### src/rtl/pipe_stim_pkg.sv
// Shared types and constants for the pipe_stim stimulus source.
// The LFSR word mode is built only when PIPE_STIM_LFSR_EN is defined.
package pipe_stim_pkg;

    typedef enum logic [1:0] {
        ST_IDLE = 2'd0,
        ST_RUN  = 2'd1,
        ST_DONE = 2'd2
    } state_t;

    // Galois feedback taps for the 32-bit LFSR word sequence.
    localparam logic [31:0] LFSR_TAPS = 32'h8020_0003;

    // An all-zero seed would lock the LFSR, so it is replaced by 1.
    function automatic logic [31:0] lfsr_seed_fix(input logic [31:0] seed);
        return (seed == 32'd0) ? 32'd1 : seed;
    endfunction

endpackage

### src/rtl/pipe_lfsr32.sv
// Combinational single step of the 32-bit Galois LFSR (shift right, XOR taps on LSB=1).
// Instantiated by pipe_stim_source only when PIPE_STIM_LFSR_EN is defined.
module pipe_lfsr32
    import pipe_stim_pkg::*;
(
    input  logic [31:0] state_in,
    output logic [31:0] state_out
);

    assign state_out = state_in[0] ? ((state_in >> 1) ^ LFSR_TAPS) : (state_in >> 1);

endmodule

### src/rtl/pipe_stim_source.sv
// Burst word generator feeding a downstream pipeline through a valid/ready handshake.
// Define PIPE_STIM_LFSR_EN to add the LFSR word mode selected by i_mode; otherwise count mode only.
module pipe_stim_source
    import pipe_stim_pkg::*;
#(
    parameter logic [31:0] STEP  = 32'd1,
    parameter int          CNT_W = 16
) (
    input  logic             i_clk,
    input  logic             i_reset,
    input  logic             i_start,
    input  logic [CNT_W-1:0] i_num_words,
    input  logic [31:0]      i_seed,
    input  logic             i_mode,
    input  logic             i_ready,
    output logic             o_valid,
    output logic [31:0]      o_counter,
    output logic             o_busy,
    output logic             o_done,
    output logic [CNT_W-1:0] o_sent_count
);

    state_t           state;
    logic [CNT_W-1:0] num_words_q;
    logic [CNT_W-1:0] sent_next;
    logic             last_xfer;
    logic [31:0]      next_word;
    logic [31:0]      start_word;

    assign sent_next = o_sent_count + CNT_W'(1);
    assign last_xfer = (sent_next == num_words_q);

`ifdef PIPE_STIM_LFSR_EN
    logic        mode_q;
    logic [31:0] lfsr_next;

    pipe_lfsr32 u_lfsr (
        .state_in  (o_counter),
        .state_out (lfsr_next)
    );

    assign next_word  = mode_q ? lfsr_next : (o_counter + STEP);
    assign start_word = i_mode ? lfsr_seed_fix(i_seed) : i_seed;
`else
    logic unused_mode;

    assign unused_mode = i_mode;
    assign next_word   = o_counter + STEP;
    assign start_word  = i_seed;
`endif

    // NOTE: all state here is updated with non-blocking assignments so every
    // register samples the pre-edge values, matching the hardware behaviour.
    always_ff @(posedge i_clk or posedge i_reset) begin
        if (i_reset) begin
            state        <= ST_IDLE;
            num_words_q  <= '0;
            o_valid      <= 1'b0;
            o_counter    <= 32'd0;
            o_busy       <= 1'b0;
            o_done       <= 1'b0;
            o_sent_count <= '0;
`ifdef PIPE_STIM_LFSR_EN
            mode_q       <= 1'b0;
`endif
        end else begin
            case (state)
                ST_IDLE: begin
                    if (i_start) begin
                        o_sent_count <= '0;
                        o_counter    <= start_word;
                        num_words_q  <= i_num_words;
`ifdef PIPE_STIM_LFSR_EN
                        mode_q       <= i_mode;
`endif
                        if (i_num_words != '0) begin
                            state   <= ST_RUN;
                            o_valid <= 1'b1;
                            o_busy  <= 1'b1;
                        end else begin
                            state  <= ST_DONE;
                            o_done <= 1'b1;
                        end
                    end
                end

                ST_RUN: begin
                    // The next word is loaded on the same edge as the transfer, so no bubble.
                    if (o_valid && i_ready) begin
                        o_sent_count <= sent_next;
                        if (last_xfer) begin
                            state   <= ST_DONE;
                            o_valid <= 1'b0;
                            o_busy  <= 1'b0;
                            o_done  <= 1'b1;
                        end else begin
                            o_counter <= next_word;
                        end
                    end
                end

                ST_DONE: begin
                    state  <= ST_IDLE;
                    o_done <= 1'b0;
                end

                default: begin
                    state   <= ST_IDLE;
                    o_valid <= 1'b0;
                    o_busy  <= 1'b0;
                    o_done  <= 1'b0;
                end
            endcase
        end
    end

endmodule
### config.mk
export PLATFORM = sky130hd
export DESIGN_NAME = pipe_stim_source
export DESIGN_NICKNAME = d
export VERILOG_FILES = /design/src/rtl/pipe_stim_pkg.sv /design/src/rtl/pipe_lfsr32.sv /design/src/rtl/pipe_stim_source.sv
export SDC_FILE = /design/constraint.sdc
export NUM_CORES = 1
export LEC_CHECK = 0
export BUFFER_PORTS_ARGS = -buffer_cell sky130_fd_sc_hd__buf_2
export CAP_MARGIN = 20
export CORE_MARGIN = 2
export CORE_UTILIZATION = 56
export CTS_CLUSTER_DIAMETER = 60
export DETAILED_ROUTE_END_ITERATION = 16
export HOLD_SLACK_MARGIN = 0.15
export PLACE_DENSITY_LB_ADDON = 0.1
export SETUP_SLACK_MARGIN = 0.2
export SLEW_MARGIN = 20
export SYNTH_ARGS = -nofsm -noshare
export SYNTH_HDL_FRONTEND = slang
export SYNTH_HIERARCHICAL = 1
export SYNTH_SLANG_ARGS = --single-unit
### constraint.sdc
create_clock -name i_clk -period 9 [get_ports i_clk]
set_clock_uncertainty 0.15 [all_clocks]
set_input_delay 0.45 -clock i_clk [delete_from_list [all_inputs] [get_ports i_clk]]
set_output_delay 0.45 -clock i_clk [all_outputs]
set_load 0.03 [all_outputs]
==> flow_summary.yaml <==
drt:
  drc: 0
  vias_per_cell: 6.606
  num_vias: 4994
  drt_iter0_markers: 405
  wire_per_inst_microns: 18.64
  dr.pass1.iters: 5
  ant_nets: 0
  drt_wl_total_mm: 14.09
logic_synthesis:
  yosysWarningCount: 6
  synth_cell_types: 70
  synth_top_family_by_area: "simple AND/OR/NAND/NOR gates"
  yosys.area.top_type_share: 0.3582
  synthSimpleGateAreaFrac: 0.2802
  synth_top_area_cell: "dfrtp_1"
  syn_inst: 573
  muxShareOfSynthArea: 0.03792
  synth_xor_area_frac: 0.02765
  syn_area_sq_um: 4751
  synth-edff-count: 0
  syn_area_per_cell_sq_um: 8.291
  yosys_register_bits: 68
  synth_compound_area_frac: 0.2323
  synth_fp_nets: 628
  synthAdderAreaFrac: 0.005267
  ys.flop_type: "dfrtp_1"
  yosys-top-cells-area: "dfrtp_1 (36%), o21ai_0 (5.7%), nand4_1 (4.0%)"
  async_flop_share: 1.000
  synth-seq-area-share: 0.3582
clock_tree:
  numCtsBuffers: 9
  post-cts-setup-buffers: 0
  cts.sinks: 68
  root_buffer: "clkbuf_8"
  clock_path_buffers: 2
  cts-htree-levels: 3
  clk_pin_slew_ns: 0.08
  cts_tree: "done"
  post_cts_resized: 0
  holdBufCountCts: 0
  clock_latency_ns: 0.36
finish:
  nets: 701
  drive_above_1_share: 0.2458
  syn_to_final_growth_pct: 14.99
  post-route-util: 0.6648
  post-route-cell-area_sq_um: 5463
  n_antenna_cell: 0
global_routing:
  antenna_found_initial: 0
  grt_pass1_wl_mm: 22.44
  grt_max_degree: 77
  track_usage: 0.3111
  grt_overflow_total: 0
  grt_pass1_vias: 4481
worst_setup_path:
  worstSetupEndpointType: "flip-flop"
  rrSetupSlack_ns: 5.51
  r2r_cells: 9
  crit_slowest_cell: "nor3_1"
  crit_fanout: 29
  cp.arrival_ns: 3.57
  cp.required_ns: 9.08
  regToRegStartpoint: "o_sent_count[0]"
  worstSetupPathType: "reg2reg"
  r2r-end: "o_counter[26]"
  cpMostUsedCell: "nor3_1"
  cp-start-kind: "flip-flop"
  slowest_delay_ns: 0.72
  crit_chain: "ha_1, nand3_1, nor3_1, nor3_1, o221ai_1, nor4_4, buf_4, a2111oi_0, nor3b_2"
placed_design:
  place_hpwl_mm: 8.994
  place_area_sq_um: 5251
  gp_congestion: 0.8656
  pre_cts_slack_ns: 5.517
  numPortBuffers: 102
sta:
  grt_setup_unrepaired: "no"
  final.period_utilization: 0.3882
  max_slew_margin: 0.3410
  tightest_slew_ns: 0.9886
  finalSetupViolCount: 0
  hold_violations: 0
  final.min_clock_period_ns: 3.494
  tns_ns: 0
  max_freq_mhz: 286.2
  post-route-worst-setup-slack_ns: 5.506
  maxSlewViolCount: 0
floorplanning:
  coreArea_sq_um: 8217
  initial_utilization: 0.5782
  fp.dieH_microns: 96.11
  pin_count: 104
  rows: 33
  fp.dieW_microns: 96.11
  fp.dieArea_sq_um: 9236
power:
  peakVddDrop_v: 0.0001409
  switching_power_w: 0.0007430
  p_leak_nw: 2.280
  seqPwrFrac: 0.362
  pwr_density_cell_nw_per_um2: 281.0
  clockPowerShare: 0.178
  p_comb_frac: 0.460
  switching_share: 0.4841
  power.total_w: 0.001535
  p_int_w: 0.0007919
job:
  cap_viol_max_count: 0
hold_path:
  hold_end: "num_words_q[0]"
  hold_depth: 2
  hp-class: "in2reg"
  hp-start: "i_num_words[0]"
run_status:
  outcome: "finished, final reports clean"
## cell families (layout without fill, tap and decap cells)
logic type	after synthesis	count (layout)
flops	68	68
simple gates	244	244
compound gates	170	170
xor+xnor	15	15
buf+inv	58	136
mux	16	16
fa+ha+maj	2	2
## area by class of cell
cell class                 instances  area [sq um]
clock buffer                      10         137.6
timing repair buffer             110         590.6
fill                             728          2754
multi-input combinational        447          2793
tap                              105         131.4
clock inverter                     6         71.32
inverter                          10         37.54
sequential                        68          1702
## layout by cell type (no fill, tap or decap), drive strengths merged, types with 12 or more instances in the layout
cell,Yosys,final
buf,19,110
dfrtp,68,68
o21ai,55,55
nor2,45,45
nand2,44,44
nand3,37,37
a21oi,34,34
nand4,30,30
or3,18,18
and3,17,17
mux2,16,16
nor4,13,13
nor3,12,12
inv,10,12
## synth_stat cells (all sizes together), types with 9 or more instances
library cell  number
buf               19
or3               18
xor2               9
o31ai              9
a41oi             10
nor3              12
and3              17
nor2              45
nand4             30
o21ai             55
dfrtp             68
nor4              13
a21oi             34
clkbuf            29
a31oi             11
inv               10
nand2             44
mux2              16
nand3             37
## registers in the layout, summed over array words and instances (netlist names)
signal and count:
o_counter 32, num_words_q 16, o_sent_count 16, state 2, o_busy 1, o_done 1
## worst max-delay path: cells and delay by family, from the launching register on
family | cells | cell delay [ns]
DFF | 1 | 0.50
AOI/OAI and AO/OA | 2 | 0.82
adders and majority gates | 1 | 0.30
buffers and inverters | 1 | 0.27
and+or+nand+nor | 5 | 1.31
## layer usage
metal | global-route usage | wire length [microns]
met1 | 0.4676 | 6386
met2 | 0.4595 | 6361
met3 | 0.05247 | 1168
met4 | 0.08810 | 176
met5 | 0 | 0
## how the worst max path moves through the flow
stage	endpoint	slack, ns	start
after floorplan	o_busy	5.90	o_sent_count[0]
after global placement	o_counter[26]	5.57	state[0]
final	o_counter[26]	5.51	o_sent_count[0]
after CTS	o_counter[0]	5.51	state[0]
after global routing	o_counter[26]	5.32	o_sent_count[0]
after detailed placement	o_counter[0]	5.52	state[0]
## power by group through the flow
stage | clock (W) | sequential, W | combinational [W]
global route | 0.000289 | 0.000576 | 0.000767
floorplan | 0 | 0.000654 | 0.000386
detailed placement | 0 | 0.000556 | 0.000700
CTS | 0.000274 | 0.000550 | 0.000703
finish | 0.000273 | 0.000555 | 0.000707
global placement | 0 | 0.000548 | 0.000672
## stage by stage
stage	instances	hold slack [ns]
4_1_cts	756	0.1804
5_1_grt	756	0.1873
6_report	756	0.1866
3_3_place_gp	739	0.3638
3_5_place_dp	740	0.3680
2_1_floorplan	573	0.3294
(Power assumes the default switching activity.)
